===== config.mk =====
export PLATFORM = sky130hd
export DESIGN_NAME = fifo_wr_arbiter_flat
export DESIGN_NICKNAME = d
export VERILOG_FILES = /design/src/rtl/fifo_wr_arbiter_pkg.sv /design/src/rtl/fifo_wr_arbiter_if.sv /design/src/rtl/fifo_wr_arbiter_rr_priority_pick.sv /design/src/rtl/fifo_wr_arbiter.sv /design/src/flat_wrapper.sv
export SDC_FILE = /design/constraint.sdc
export NUM_CORES = 1
export LEC_CHECK = 0
export BUFFER_PORTS_ARGS = -buffer_cell sky130_fd_sc_hd__buf_2
export CAP_MARGIN = 10
export CORE_MARGIN = 10
export CORE_UTILIZATION = 42
export CTS_BUF_LIST = sky130_fd_sc_hd__clkbuf_4
export DETAILED_ROUTE_END_ITERATION = 10
export PLACE_DENSITY = 0.8
export SLEW_MARGIN = 20
export SYNTH_ARGS = -nofsm -noshare
export SYNTH_HDL_FRONTEND = slang
export SYNTH_SLANG_ARGS = --single-unit

===== constraint.sdc =====
create_clock -name clk -period 2.17 [get_ports clk]
set_input_delay 0.217 -clock clk [delete_from_list [all_inputs] [get_ports clk]]
set_output_delay 0.217 -clock clk [all_outputs]
set_load 0.02 [all_outputs]

===== src/rtl/fifo_wr_arbiter_pkg.sv =====
// fifo_pkg: shared state type and one-hot helper for the FIFO write arbiter
package fifo_pkg;

    typedef enum logic {IDLE, BURST} arb_state_t;

    function automatic logic [31:0] idx_to_onehot(input logic [31:0] idx);
        return 32'd1 << idx;
    endfunction

endpackage


===== src/rtl/fifo_wr_arbiter_if.sv =====
// fifo_wr_arbiter_if: producer request/data bundle plus the FIFO write-port side
interface fifo_wr_arbiter_if #(
    parameter int NUM_REQ    = 4,
    parameter int DATA_WIDTH = 8
);
    logic [NUM_REQ-1:0]            req;
    logic [NUM_REQ*DATA_WIDTH-1:0] wr_data_in;
    logic                          fifo_full;
    logic [NUM_REQ-1:0]            grant;
    logic [NUM_REQ-1:0]            ack;
    logic                          fifo_wr;
    logic [DATA_WIDTH-1:0]         fifo_w_data;
    logic                          busy;

    modport master (
        output req, wr_data_in, fifo_full,
        input  grant, ack, fifo_wr, fifo_w_data, busy
    );

    modport slave (
        input  req, wr_data_in, fifo_full,
        output grant, ack, fifo_wr, fifo_w_data, busy
    );

endinterface


===== src/rtl/fifo_wr_arbiter_rr_priority_pick.sv =====
// rr_priority_pick: combinational rotating-priority encoder, first set req at or after start wins
module rr_priority_pick #(
    parameter int NUM_REQ = 4,
    parameter int IW      = NUM_REQ > 1 ? $clog2(NUM_REQ) : 1
) (
    input  logic [NUM_REQ-1:0] req,
    input  logic [IW-1:0]      start,
    output logic               valid,
    output logic [IW-1:0]      idx
);

    // Walk from the farthest offset down so the nearest set bit overwrites last
    always_comb begin
        valid = |req;
        idx   = '0;
        for (int i = NUM_REQ - 1; i >= 0; i--)
            if (req[(int'(start) + i) % NUM_REQ])
                idx = IW'((int'(start) + i) % NUM_REQ);
    end

endmodule


===== src/rtl/fifo_wr_arbiter.sv =====
// fifo_wr_arbiter: round-robin burst arbiter sharing one FIFO write port among producers
module fifo_wr_arbiter
    import fifo_pkg::*;
#(
    parameter int NUM_REQ    = 4,
    parameter int DATA_WIDTH = 8,
    parameter int MAX_BURST  = 4
) (
    input logic           clk,
    input logic           reset,
    fifo_wr_arbiter_if.slave bus
);

    localparam int IW = NUM_REQ > 1 ? $clog2(NUM_REQ) : 1;
    localparam int CW = $clog2(MAX_BURST + 1);

    arb_state_t        state, state_n;
    logic [IW-1:0]     owner, owner_n;
    logic [IW-1:0]     last_owner, last_owner_n;
    logic [CW-1:0]     burst_cnt, burst_cnt_n;
    logic [IW-1:0]     start;
    logic [IW-1:0]     pick;
    logic              pick_valid;
    logic              in_burst;
    logic              wr;
    logic [NUM_REQ-1:0] owner_oh;

    assign start    = last_owner == IW'(NUM_REQ - 1) ? '0 : IW'(last_owner + 1'b1);
    assign owner_oh = NUM_REQ'(idx_to_onehot(32'(owner)));

    rr_priority_pick #(.NUM_REQ(NUM_REQ)) u_pick (
        .req   (bus.req),
        .start (start),
        .valid (pick_valid),
        .idx   (pick)
    );

    // State register; reset aborts any burst and hands first priority to index 0
    always_ff @(posedge clk or posedge reset) begin
        if (reset) begin
            state      <= IDLE;
            owner      <= '0;
            last_owner <= IW'(NUM_REQ - 1);
            burst_cnt  <= '0;
        end else begin
            state      <= state_n;
            owner      <= owner_n;
            last_owner <= last_owner_n;
            burst_cnt  <= burst_cnt_n;
        end
    end

    // Arbitrate in IDLE; in BURST count writes and end on the last word or a dropped request
    always_comb begin
        state_n      = state;
        owner_n      = owner;
        last_owner_n = last_owner;
        burst_cnt_n  = burst_cnt;
        in_burst     = state == BURST;
        wr           = in_burst && bus.req[owner] && !bus.fifo_full;
        if (!in_burst) begin
            if (pick_valid) begin
                state_n     = BURST;
                owner_n     = pick;
                burst_cnt_n = '0;
            end
        end else begin
            if (wr)
                burst_cnt_n = burst_cnt + 1'b1;
            if ((wr && burst_cnt == CW'(MAX_BURST - 1)) || !bus.req[owner]) begin
                state_n      = IDLE;
                last_owner_n = owner;
                burst_cnt_n  = '0;
            end
        end
    end

    // Output decode: everything is zero outside a burst
    always_comb begin
        bus.busy        = in_burst;
        bus.grant       = in_burst ? owner_oh : '0;
        bus.fifo_wr     = wr;
        bus.ack         = wr ? owner_oh : '0;
        bus.fifo_w_data = in_burst ? bus.wr_data_in[int'(owner) * DATA_WIDTH +: DATA_WIDTH] : '0;
    end

endmodule


===== src/flat_wrapper.sv =====
// flat-port wrapper written by rule: the top's interface ports become plain ports
module fifo_wr_arbiter_flat import fifo_pkg::*;
#(
    parameter int NUM_REQ    = 4,
    parameter int DATA_WIDTH = 8,
    parameter int MAX_BURST  = 4
)
  (clk, reset, bus_req, bus_wr_data_in, bus_fifo_full, bus_grant, bus_ack, bus_fifo_wr, bus_fifo_w_data, bus_busy);
  fifo_wr_arbiter_if #(.NUM_REQ(NUM_REQ), .DATA_WIDTH(DATA_WIDTH)) bus_i ();
  input logic clk;
  input logic reset;
  input wire logic [$bits(bus_i.req)-1:0] bus_req;
  input wire logic [$bits(bus_i.wr_data_in)-1:0] bus_wr_data_in;
  input wire logic [$bits(bus_i.fifo_full)-1:0] bus_fifo_full;
  output wire logic [$bits(bus_i.grant)-1:0] bus_grant;
  output wire logic [$bits(bus_i.ack)-1:0] bus_ack;
  output wire logic [$bits(bus_i.fifo_wr)-1:0] bus_fifo_wr;
  output wire logic [$bits(bus_i.fifo_w_data)-1:0] bus_fifo_w_data;
  output wire logic [$bits(bus_i.busy)-1:0] bus_busy;
  assign bus_i.req = bus_req;
  assign bus_i.wr_data_in = bus_wr_data_in;
  assign bus_i.fifo_full = bus_fifo_full;
  assign bus_grant = bus_i.grant;
  assign bus_ack = bus_i.ack;
  assign bus_fifo_wr = bus_i.fifo_wr;
  assign bus_fifo_w_data = bus_i.fifo_w_data;
  assign bus_busy = bus_i.busy;
  fifo_wr_arbiter #(.NUM_REQ(NUM_REQ), .DATA_WIDTH(DATA_WIDTH), .MAX_BURST(MAX_BURST)) u_core (.clk(clk), .reset(reset), .bus(bus_i));
endmodule

==> out/qor.csv, run 1 <==
metric,value,unit
setup TNS,0,ns
Die W,64.6,um
fraction of layout cells with a size suffix above 1,0.581,
CP Class,reg2out,
CP max FO,7,
Max Cap Violations,0,
clk buf depth,2,
# DRC,0,
Synth area leader,mux4_2,
die area,4170,um^2
PwrDens,1310,nW/um^2
CTS resizes,0,
drt pass-1 iters,2,
routed via count,864,
top-area cell type share of the netlist area,0.243,
"commonest non-fill, non-tap cells in the layout","buf_2, mux4_2, and2_1",
Final Setup Violations,0,
I/O Buffers,56,
Hold Path End,u_core.owner[0]$_DFFE_PP0P_,
hold crit path type,in2reg,
R2R Path End,u_core.last_owner[1]$_DFFE_PP1P_,
Max Clk Rate,497,MHz
Detailed Route WL,2640,um
Final Skew,0.0138,ns
RR Startpoint,u_core.owner[0]$_DFFE_PP0P_,
chip height,64.6,um
total track usage,0.128,
Initial Util,0.434,
initial antenna violation count,0,
Final #Nets,179,
Worst Path Arrival,1.79,ns
Setup crit start kind,register,
sequential-to-total area share from yosys stat,0.243,
first-pass GRT wire length,4410,um
ANT nets after route,0,
synth unique cells,33,
Avg WL per Cell,16.2,um
routability cong.,0.801,
Antenna Cells,0,
DP Wirelength,2210,um
Syn Inst Count,79,
final period utilization,0.927,
H-tree Lvls,1,
vias in the first global route,983,
FP Rows,16,
final hold violation count,0,
Mapped Area,835,um^2
min Tclk post-route,2.01,ns
outcome,completed,
CTS root buf,clkbuf_4,
Hold Path Origin,bus_req[2],
largest net degree at the start of global routing,22,
I/O pins,57,
LEAKAGE,0.638,nW
Syn. warnings,0,
Hold WS,0.301,ns
post-CTS setup buffers,0,
Layout area overhead,40.5,%
hold_buf cts,1,
GR Overflow Total,0,
clk_lat worst skew,0.28,ns
"reg-to-reg slack, setup",0.55,ns
hold path cells,3,
Slew @ Worst Pin,0.643,ns
clk slew on worst S/H paths,0.07,ns
"commonest non-fill, non-tap cell in the layout",buf_2,
syn_nets,121,
RSZ-0062 raised after global routing,false,
Final Max Tran Viols,0,
Crit. End Element,output pin,
Rel. slew slack,0.568,
CORE AREA,1920,um^2
synthesized area per cell,10.6,um^2
Initial DRC Count,16,
Via density,5.30,
Num CTS Buffers,3,
clk sinks,8,
worst vdd ir,0.811,mV
Synth Register Bits,8,
Reg2Reg Depth,3,
Worst Path Required,1.95,ns
Synth area leaders,"mux4_2, dfrtp_1, and2_1, dfstp_2, ha_1",
fill cell count,174,
CTS tree,yes,
==> how the worst max path moves through the flow <==
stage	end	slack [ns]	from
2_1_floorplan	bus_ack[1]	0.34	u_core.owner[0]$_DFFE_PP0P_
3_3_place_gp	bus_ack[3]	0.48	u_core.owner[0]$_DFFE_PP0P_
3_5_place_dp	bus_ack[3]	0.46	u_core.owner[0]$_DFFE_PP0P_
4_1_cts	bus_ack[3]	0.16	u_core.owner[0]$_DFFE_PP0P_
5_1_grt	bus_ack[3]	0.07	u_core.owner[0]$_DFFE_PP0P_
6_report	bus_ack[3]	0.16	u_core.owner[0]$_DFFE_PP0P_
==> where the power goes <==
part | switching (mW) | total, mW | internal [mW]
clock | 0.0626 | 0.146 | 0.0835
combinational | 0.579 | 1.08 | 0.496
sequential | 0.0870 | 0.312 | 0.225
total | 0.729 | 1.53 | 0.804
==> stage by stage <==
| stage | cell area, um^2 | power (mW) | utilization | setup WS (ns) | instances |
|---|---|---|---|---|---|
| 2_1_floorplan | 835 | 1.12 | - | 0.341 | 79 |
| 3_3_place_gp | 1130 | 1.36 | 0.589 | 0.478 | 158 |
| 3_5_place_dp | 1130 | 1.40 | 0.589 | 0.460 | 158 |
| 4_1_cts | 1170 | 1.55 | 0.610 | 0.157 | 163 |
| 5_1_grt | 1170 | 1.65 | 0.610 | 0.0651 | 163 |
| 6_report | 1170 | 1.53 | 0.610 | 0.158 | 163 |
==> cell usage after synthesis (all sizes together) <==
cell    n
buf     2
or2     1
nand4b  1
clkbuf  4
o41ai   1
a22oi   1
nor4    1
dfstp   2
o211a   1
mux2i   3
mux4    9
ha      3
and2    9
nand2   3
nor3b   3
nand2b  2
nand3b  1
o21ai   2
dfrtp   6
a21oi   2
nand4   2
nor3    2
a22o    1
o31a    1
and3    2
inv     6
nand3   1
mux2    2
nor2    3
o311a   1
o31ai   1
==> registers in the layout, indices dropped and copies added (netlist names) <==
name	flops
u_core.burst_cnt	3
u_core.last_owner	2
u_core.bus.busy	1
u_core.owner	2
==> kinds of logic after synthesis <==
| family | share of synthesized area |
|---|---|
| simple gates | 0.223 |
| mux | 0.306 |
| buf+inv | 0.0645 |
| compound gates | 0.118 |
| flops | 0.243 |
| fa+ha+maj | 0.0450 |
==> final cells by class <==
| type | instances | area, um^2 | share of cell area |
|---|---|---|---|
| flip-flops and latches | 8 | 203 | 0.173 |
| inverters | 6 | 22.5 | 0.0192 |
| well taps | 27 | 33.8 | 0.0288 |
| repair buffers | 59 | 305 | 0.260 |
| clock buffers | 4 | 30.0 | 0.0256 |
| multi-input cells | 59 | 578 | 0.493 |
==> worst max-delay path: stages, from the launching register on <==
cell	delay (ns)
dfrtp_1	0.36
mux4_2	0.62
nand3b_2	0.15
inv_1	0.06
and3_1	0.17
buf_2	0.15
==> per-layer routing <==
| layer | part of all wire | global-route usage |
|---|---|---|
| met1 | 0.40 | 0.132 |
| met2 | 0.47 | 0.227 |
| met3 | 0.11 | 0.0550 |
| met4 | 0.015 | 0.0481 |
| met5 | 0 | 0 |
(Power assumes the default switching activity.)
==> run 2: changes to the inputs <==
--- a/config.mk
+++ b/config.mk
@@ -5,13 +5,14 @@
 export SDC_FILE = /design/constraint.sdc
 export NUM_CORES = 1
 export LEC_CHECK = 0
+export ABC_AREA = 1
 export BUFFER_PORTS_ARGS = -buffer_cell sky130_fd_sc_hd__buf_2
 export CAP_MARGIN = 10
 export CORE_MARGIN = 10
-export CORE_UTILIZATION = 42
+export CORE_UTILIZATION = 45
 export CTS_BUF_LIST = sky130_fd_sc_hd__clkbuf_4
 export DETAILED_ROUTE_END_ITERATION = 10
-export PLACE_DENSITY = 0.8
+export PLACE_DENSITY = 0.82
 export SLEW_MARGIN = 20
 export SYNTH_ARGS = -nofsm -noshare
 export SYNTH_HDL_FRONTEND = slang
==> run 2 against run 1 <==
Compared with the run above:
- wire length up 25%
- register-to-register slack worse by 0.09 ns
- via count up 46%
- count of clock-buffer cells in the layout unchanged
- cell area up 14%
- sequential power up 5%
- hold slack better by 0.13 ns
- highest routed layer unchanged
- total power up 37%
- first-iteration DRC count rose to 6.2 times the previous value
- critical path depth up 2
==> out/qor.csv, run 2 <==
metric,value,unit,change
GR Overflow Total,0,,unchanged
first-pass GRT wire length,5000,um,was 4410 um
fraction of layout cells with a size suffix above 1,0.376,,was 0.581
RSZ-0062 raised after global routing,false,,unchanged
clk_lat worst skew,0.26,ns,was 0.28 ns
chip height,66.1,um,was 64.6 um
final hold violation count,0,,unchanged
Final Max Tran Viols,0,,unchanged
Synth Register Bits,8,,unchanged
clk buf depth,2,,unchanged
dpl ws,0.397,ns,was 0.460 ns
"slowest stage cell, crit path",dfrtp_1,,was mux4_2
outcome,completed,,unchanged
PwrDens,1570,nW/um^2,was 1310 nW/um^2
post-synthesis mux area share,0,,was 0.306
min Tclk post-route,1.95,ns,was 2.01 ns
area share of fa/ha/maj cells after synthesis,0.0393,,was 0.0450
final core occ,0.673,,was 0.610
final period utilization,0.898,,was 0.927
total track usage,0.137,,was 0.128
synthesized area per cell,6.09,um^2,was 10.6 um^2
hold crit path type,in2async,,was in2reg
initial antenna violation count,0,,unchanged
vias in the first global route,1209,,was 983
max reg flops,3,,unchanged
most frequent cell after synthesis,nand2_1,,
"EDFF count, synth",0,,unchanged
fin worst setup slack,0.222,ns,was 0.158 ns
CP Class,reg2out,,unchanged
worst vdd ir,0.834,mV,was 0.811 mV
Synth Area in Compound Gates,0.202,,was 0.118
Pint,0.884,mW,was 0.804 mW
ys async rst share,1.00,,unchanged
Crit. End Element,output pin,,unchanged
Setup crit start kind,register,,unchanged
Detailed Route WL,3310,um,was 2640 um
CTS root buf,clkbuf_4,,unchanged
"CP delay by family, top",simple AND/OR/NAND/NOR gates,,was multiplexers
"commonest non-fill, non-tap cell in the layout",nand2_1,,was buf_2
Register Area,204,um^2,was 203 um^2
setup TNS,0,ns,unchanged
LEAKAGE,0.766,nW,was 0.638 nW
xor/xnor share of the synthesized area,0,,unchanged
sequence of cells on the critical path,"inv_1, nor2_4, nand2_2, o2111ai_4, nand2_2, nor2_1, buf_2",,"was mux4_2, nand3b_2, inv_1, and3_1, buf_2"
commonest cells in the netlist,"nand2_1, inv_1, nor2_1",,"was and2_1, mux4_2, dfrtp_1, inv_1, clkbuf_1"
sw frac,0.578,,was 0.475
part of the power in combinational logic,0.777,,was 0.701
syn_nets,199,,was 121
"commonest non-fill, non-tap cells in the layout","nand2_1, buf_2, inv_1",,"was buf_2, mux4_2, and2_1"
Worst Path Required,1.95,ns,about the same
Synth Area in Simple Gates,0.445,,was 0.223
# DRC,0,,unchanged
CTS tree,yes,,unchanged
DP Wirelength,2740,um,was 2210 um
Num CTS Buffers,3,,unchanged
Flop pwr share,0.156,,was 0.203
Top reg by flops,u_core.burst_cnt,,unchanged
CORE AREA,1980,um^2,was 1920 um^2
Initial Util,0.482,,was 0.434
Via density,5.10,,was 5.30
top-area cell type share of the netlist area,0.224,,was 0.243
Rel. slew slack,0.753,,was 0.568
die area,4370,um^2,was 4170 um^2
Synth area leaders,"nand2_1, dfrtp_1, nand3_1, inv_1, a22oi_1",,"was mux4_2, dfrtp_1, and2_1, dfstp_2, ha_1"
Largest regs,"u_core.burst_cnt: 3 flops, u_core.last_owner: 2 flops, u_core.owner: 2 flops",,unchanged
clk sinks,8,,unchanged
routability cong.,0.789,,was 0.801
CP max FO,7,,unchanged
Max Clk Rate,513,MHz,was 497 MHz
largest net degree at the start of global routing,18,,was 22
clk slew on worst S/H paths,0.07,ns,about the same
Syn. warnings,0,,unchanged
Clk pwr share,0.068,,was 0.095
area of the multi-input gates,656,um^2,was 578 um^2
WP depth,7,,was 5
drt pass-1 iters,4,,was 2
routed via count,1264,,was 864
FP Rows,16,,unchanged
Syn Inst Count,157,,was 79
Antenna Cells,0,,unchanged
Die W,66.1,um,was 64.6 um
crit-path max cell delay,0.48,ns,was 0.62 ns
main combinational cell family by area after synthesis,simple AND/OR/NAND/NOR gates,,was multiplexers
Reg2Reg Depth,11,,was 3
Slew @ Worst Pin,0.370,ns,was 0.643 ns
synth unique cells,24,,was 33
H-tree Lvls,1,,unchanged
cell mode on critical path,nand2_2,,
I/O pins,57,,unchanged
Final #Nets,264,,was 179
Mapped Area,956,um^2,was 835 um^2
Psw,1.21,mW,was 0.729 mW
dominant synthesized flop cell,dfrtp_1,,unchanged
I/O Buffers,56,,unchanged
sequential-to-total area share from yosys stat,0.212,,was 0.243
Synth area leader,nand2_1,,was mux4_2
Layout area overhead,39.5,%,was 40.5%
ANT nets after route,0,,unchanged
Worst Path Arrival,1.73,ns,was 1.79 ns
Initial DRC Count,99,,was 16
fill cell count,188,,was 174
Avg WL per Cell,13.3,um,was 16.2 um
Final Setup Violations,0,,unchanged
Max Cap Violations,0,,unchanged
Final Skew,0.0107,ns,was 0.0138 ns
Worst Path Buf+Inv,2,,unchanged
==> run 2: cell types whose count changed after synthesis, sizes merged, moves of 9 or more <==
cell | before | now
nor2 | 3 | 19
inv | 6 | 20
nand2 | 3 | 62
nand3 | 1 | 15
mux4 | 9 | 0
and2 | 9 | 0
==> run 2: cell families (layout without fill, tap and decap cells) <==
group / count (synthesis) / count (layout)
buffers and inverters: 23 / 87
adders and majority gates: 3 / 3
AOI/OAI and AO/OA: 26 / 26
DFF: 8 / 8
and+or+nand+nor: 97 / 97
==> run 2: cell type report <==
cell class	count	share of cell area
sequential	8	0.153
timing repair buffer	63	0.251
inverter	20	0.0563
tap	27	0.0253
clock buffer	4	0.0225
multi-input combinational	126	0.492
==> run 2: worst register-to-register path, stage by stage, from the launching register on <==
cell     delay (ns)
dfstp_2        0.56
ha_1           0.29
inv_1          0.14
nand2_1        0.07
nand2_1        0.09
nand2_1        0.09
nand3_1        0.09
nand2_1        0.05
nand2_1        0.08
nand2_1        0.05
nand2_1        0.05
nand2_1        0.05
==> run 2: path summary, 6_finish.rpt <==
check	startpoint	endpoint	slack, ns
max	u_core.owner[0]$_DFFE_PP0P_	bus_ack[0]	0.22
max in group asynchronous	reset	u_core.last_owner[1]$_DFFE_PP1P_	1.44
min	reset	u_core.burst_cnt[2]$_DFFE_PP0P_	0.44
min in group clk	bus_fifo_full	u_core.bus.busy$_DFF_PP0_	0.44
min reg2reg	u_core.last_owner[1]$_DFFE_PP1P_	u_core.last_owner[1]$_DFFE_PP1P_	0.47
max reg2reg	u_core.last_owner[0]$_DFFE_PP1P_	u_core.owner[0]$_DFFE_PP0P_	0.46
==> run 2: per-stage QoR <==
stage	power, mW	hold WS, ns	std cells	cell area [um^2]
6_report	2.10	0.435	248	1330
5_1_grt	2.31	0.478	248	1330
4_1_cts	2.04	0.431	245	1310
3_5_place_dp	1.90	0.178	240	1270
3_3_place_gp	1.85	0.168	240	1270
2_1_floorplan	1.49	0.0312	157	956
==> run 2: what timing repair did <==
action                                  in CTS  in global routing
endpoints found under the hold margin        6                  0
hold buffers                                 1                  0
buffers inserted                             0                  3
endpoints found under the setup margin       0                  3
gates resized for setup                      0                  1
==> run 2: metal layers <==
layer  vias up  GRT usage  share of wire
li1        655          -              -
met1       559      0.142           0.39
met2        42      0.255           0.52
met3         8     0.0322          0.065
met4         0     0.0550          0.018
met5         -          0              0
==> run 2: power groups by stage <==
stage               Sequential, mW  Clock [mW]  Combinational, mW
CTS                          0.324       0.142               1.58
floorplan                    0.296           0               1.19
global placement             0.321           0               1.53
detailed placement           0.325           0               1.57
global route                 0.341       0.149               1.82
finish                       0.327       0.142               1.63
==> run 3: changes to the inputs <==
==> constraint.sdc (replaced) <==
create_clock -name clk -period 2.17 [get_ports clk]
set_input_delay 0.217 -clock clk [delete_from_list [all_inputs] [get_ports clk]]
set_output_delay 0.217 -clock clk [all_outputs]
set_load 0.005 [all_outputs]
==> run 3 against run 2 <==
Compared with the run above:
- sequential share of layout area rose by 0.087 points
- setup slack improved by 0.052 ns
- core utilization fell by 0.38 points
- die area did not move
- clock power barely moved
- register-to-register slack got worse by 0.04 ns
- flip-flop and latch count did not move
- first-iteration DRC count fell by 4.0%
- cell area fell by 0.56%
- count of clock-buffer cells in the layout did not move
==> out/qor.csv, run 3 (synthesis results as in run 2) <==
metric,value,unit,change
outcome,completed,,unchanged
Worst Path Arrival,1.68,ns,was 1.73 ns
chip height,66.1,um,unchanged
worst vdd ir,0.746,mV,was 0.834 mV
Antenna Cells,0,,unchanged
Num CTS Buffers,3,,unchanged
Final #Nets,263,,was 264
Avg WL per Cell,13.9,um,was 13.3 um
vias in the first global route,1311,,was 1209
Non-Filler Instances,247,,was 248
clk_lat worst skew,0.26,ns,about the same
Rel. slew slack,0.763,,was 0.753
sw frac,0.548,,was 0.578
Final Max Tran Viols,0,,unchanged
DP Wirelength,2850,um,was 2740 um
CTS root buf,clkbuf_4,,unchanged
final period utilization,0.873,,was 0.898
fraction of layout cells with a size suffix above 1,0.373,,was 0.376
Register Area,204,um^2,unchanged
fill cell count,179,,was 188
CTS tree,yes,,unchanged
Max Cap Violations,0,,unchanged
Via density,5.17,,was 5.10
"commonest non-fill, non-tap cells in the layout","nand2_1, buf_2, inv_1",,unchanged
LEAKAGE,0.761,nW,was 0.766 nW
total track usage,0.150,,was 0.137
CP Class,reg2out,,unchanged
I/O pins,57,,unchanged
R2R Path End,u_core.owner[0]$_DFFE_PP0P_,,unchanged
PwrDens,1450,nW/um^2,was 1570 nW/um^2
Initial DRC Count,95,,was 99
part of the power in combinational logic,0.755,,was 0.777
Top reg by flops,u_core.burst_cnt,,unchanged
clk sinks,8,,unchanged
"reg-to-reg slack, setup",0.42,ns,was 0.46 ns
GR Overflow Total,0,,unchanged
Setup crit start kind,register,,unchanged
CP max FO,7,,unchanged
routed via count,1276,,was 1264
Max Clk Rate,528,MHz,was 513 MHz
"CP delay by family, top",flip-flops,,was simple AND/OR/NAND/NOR gates
Crit. End Element,output pin,,unchanged
min Tclk post-route,1.90,ns,was 1.95 ns
Largest regs,"u_core.burst_cnt: 3 flops, u_core.last_owner: 2 flops, u_core.owner: 2 flops",,unchanged
first-pass GRT wire length,5490,um,was 5000 um
clk slew on worst S/H paths,0.06,ns,was 0.07 ns
initial antenna violation count,0,,unchanged
ANT nets after route,0,,unchanged
die area,4370,um^2,unchanged
Final Skew,0.00816,ns,was 0.0107 ns
RSZ-0062 raised after global routing,false,,unchanged
setup TNS,0,ns,unchanged
area of the multi-input gates,656,um^2,unchanged
"commonest non-fill, non-tap cell in the layout",nand2_1,,unchanged
FP Rows,16,,unchanged
Psw,1.05,mW,was 1.21 mW
CORE AREA,1980,um^2,unchanged
"slowest stage cell, crit path",dfrtp_1,,unchanged
Final Setup Violations,0,,unchanged
Initial Util,0.482,,unchanged
hold crit path type,in2async,,unchanged
# DRC,0,,unchanged
final hold violation count,0,,unchanged
drt pass-1 iters,4,,unchanged
cell mode on critical path,nand2_2,,unchanged
max reg flops,3,,unchanged
sequence of cells on the critical path,"inv_1, nor2_4, nand2_2, o2111ai_4, nand2_2, nor2_1, buf_2",,unchanged
Die W,66.1,um,unchanged
I/O Buffers,56,,unchanged
clk buf depth,2,,unchanged
Pint,0.870,mW,was 0.884 mW
Worst Path Buf+Inv,2,,unchanged
routability cong.,0.830,,was 0.789
crit-path max cell delay,0.49,ns,was 0.48 ns
largest net degree at the start of global routing,18,,unchanged
Clk pwr share,0.074,,was 0.068
H-tree Lvls,1,,unchanged
Reg2Reg Depth,12,,was 11
Layout area overhead,38.7,%,was 39.5%
RR Startpoint,u_core.last_owner[0]$_DFFE_PP1P_,,unchanged
DP Cell Count,240,,unchanged
Slew @ Worst Pin,0.355,ns,was 0.370 ns
Worst Path Required,1.95,ns,about the same
Flop pwr share,0.171,,was 0.156
Detailed Route WL,3430,um,was 3310 um
==> run 3: changes by cell type in the layout (fill, tap and decap cells not counted) <==
cell   before  now
buf_4       6    5
==> run 3: how the worst max path moves through the flow <==
| stage | startpoint | to | slack, ns | depth (start not counted) |
|---|---|---|---|---|
| final | u_core.owner[0]$_DFFE_PP0P_ | bus_ack[2] | 0.27 | 7 |
| after global routing | u_core.owner[0]$_DFFE_PP0P_ | bus_ack[2] | 0.13 | 7 |
| after CTS | u_core.owner[0]$_DFFE_PP0P_ | bus_ack[2] | 0.12 | 7 |
| after detailed placement | u_core.owner[0]$_DFFE_PP0P_ | bus_ack[2] | 0.41 | 7 |
| after global placement | u_core.owner[0]$_DFFE_PP0P_ | bus_ack[2] | 0.50 | 7 |
| after floorplan | u_core.last_owner[0]$_DFFE_PP1P_ | u_core.owner[0]$_DFFE_PP0P_ | 0.63 | 11 |
==> run 3: per-layer routing <==
metal / global-route usage / wire, um
met3: 0.0424 / 275
met4: 0.0288 / 33
met2: 0.281 / 1860
met1: 0.161 / 1270
met5: 0 / 0
==> run 3: what timing repair did <==
action,4_1_cts,5_1_grt
hold endpoints to repair,6,0
setup buffers,0,2
hold buffers,1,0
gates resized for setup,0,1
setup endpoints to repair,0,1
==> run 3: final cells by class <==
class | count | area share
sequential | 8 | 0.154
inverter | 20 | 0.0566
timing repair buffer | 62 | 0.247
clock buffer | 4 | 0.0226
multi-input combinational | 126 | 0.494
tap | 27 | 0.0255
==> run 3: power groups by stage <==
stage / clock network [mW] / registers, mW / logic, mW
global placement: 0 / 0.323 / 1.35
finish: 0.143 / 0.329 / 1.45
CTS: 0.148 / 0.327 / 1.42
floorplan: 0 / 0.285 / 1.04
global route: 0.155 / 0.342 / 1.65
detailed placement: 0 / 0.328 / 1.41
==> run 3: metrics by stage <==
| stage | instance area, um^2 | hold WS (ns) | worst slack (ns) | total power, mW | util |
|---|---|---|---|---|---|
| after global routing | 1330 | 0.478 | 0.128 | 2.15 | 0.669 |
| final | 1330 | 0.430 | 0.275 | 1.92 | 0.669 |
| after floorplan | 956 | 0.0312 | 0.635 | 1.32 | - |
| after CTS | 1310 | 0.443 | 0.122 | 1.89 | 0.661 |
| after global placement | 1270 | 0.171 | 0.500 | 1.67 | 0.641 |
| after detailed placement | 1270 | 0.181 | 0.412 | 1.74 | 0.641 |
==> run 3: worst min-delay path, delay by kind of cell <==
kind     cells  cell delay [ns]
buf+inv      3             0.88
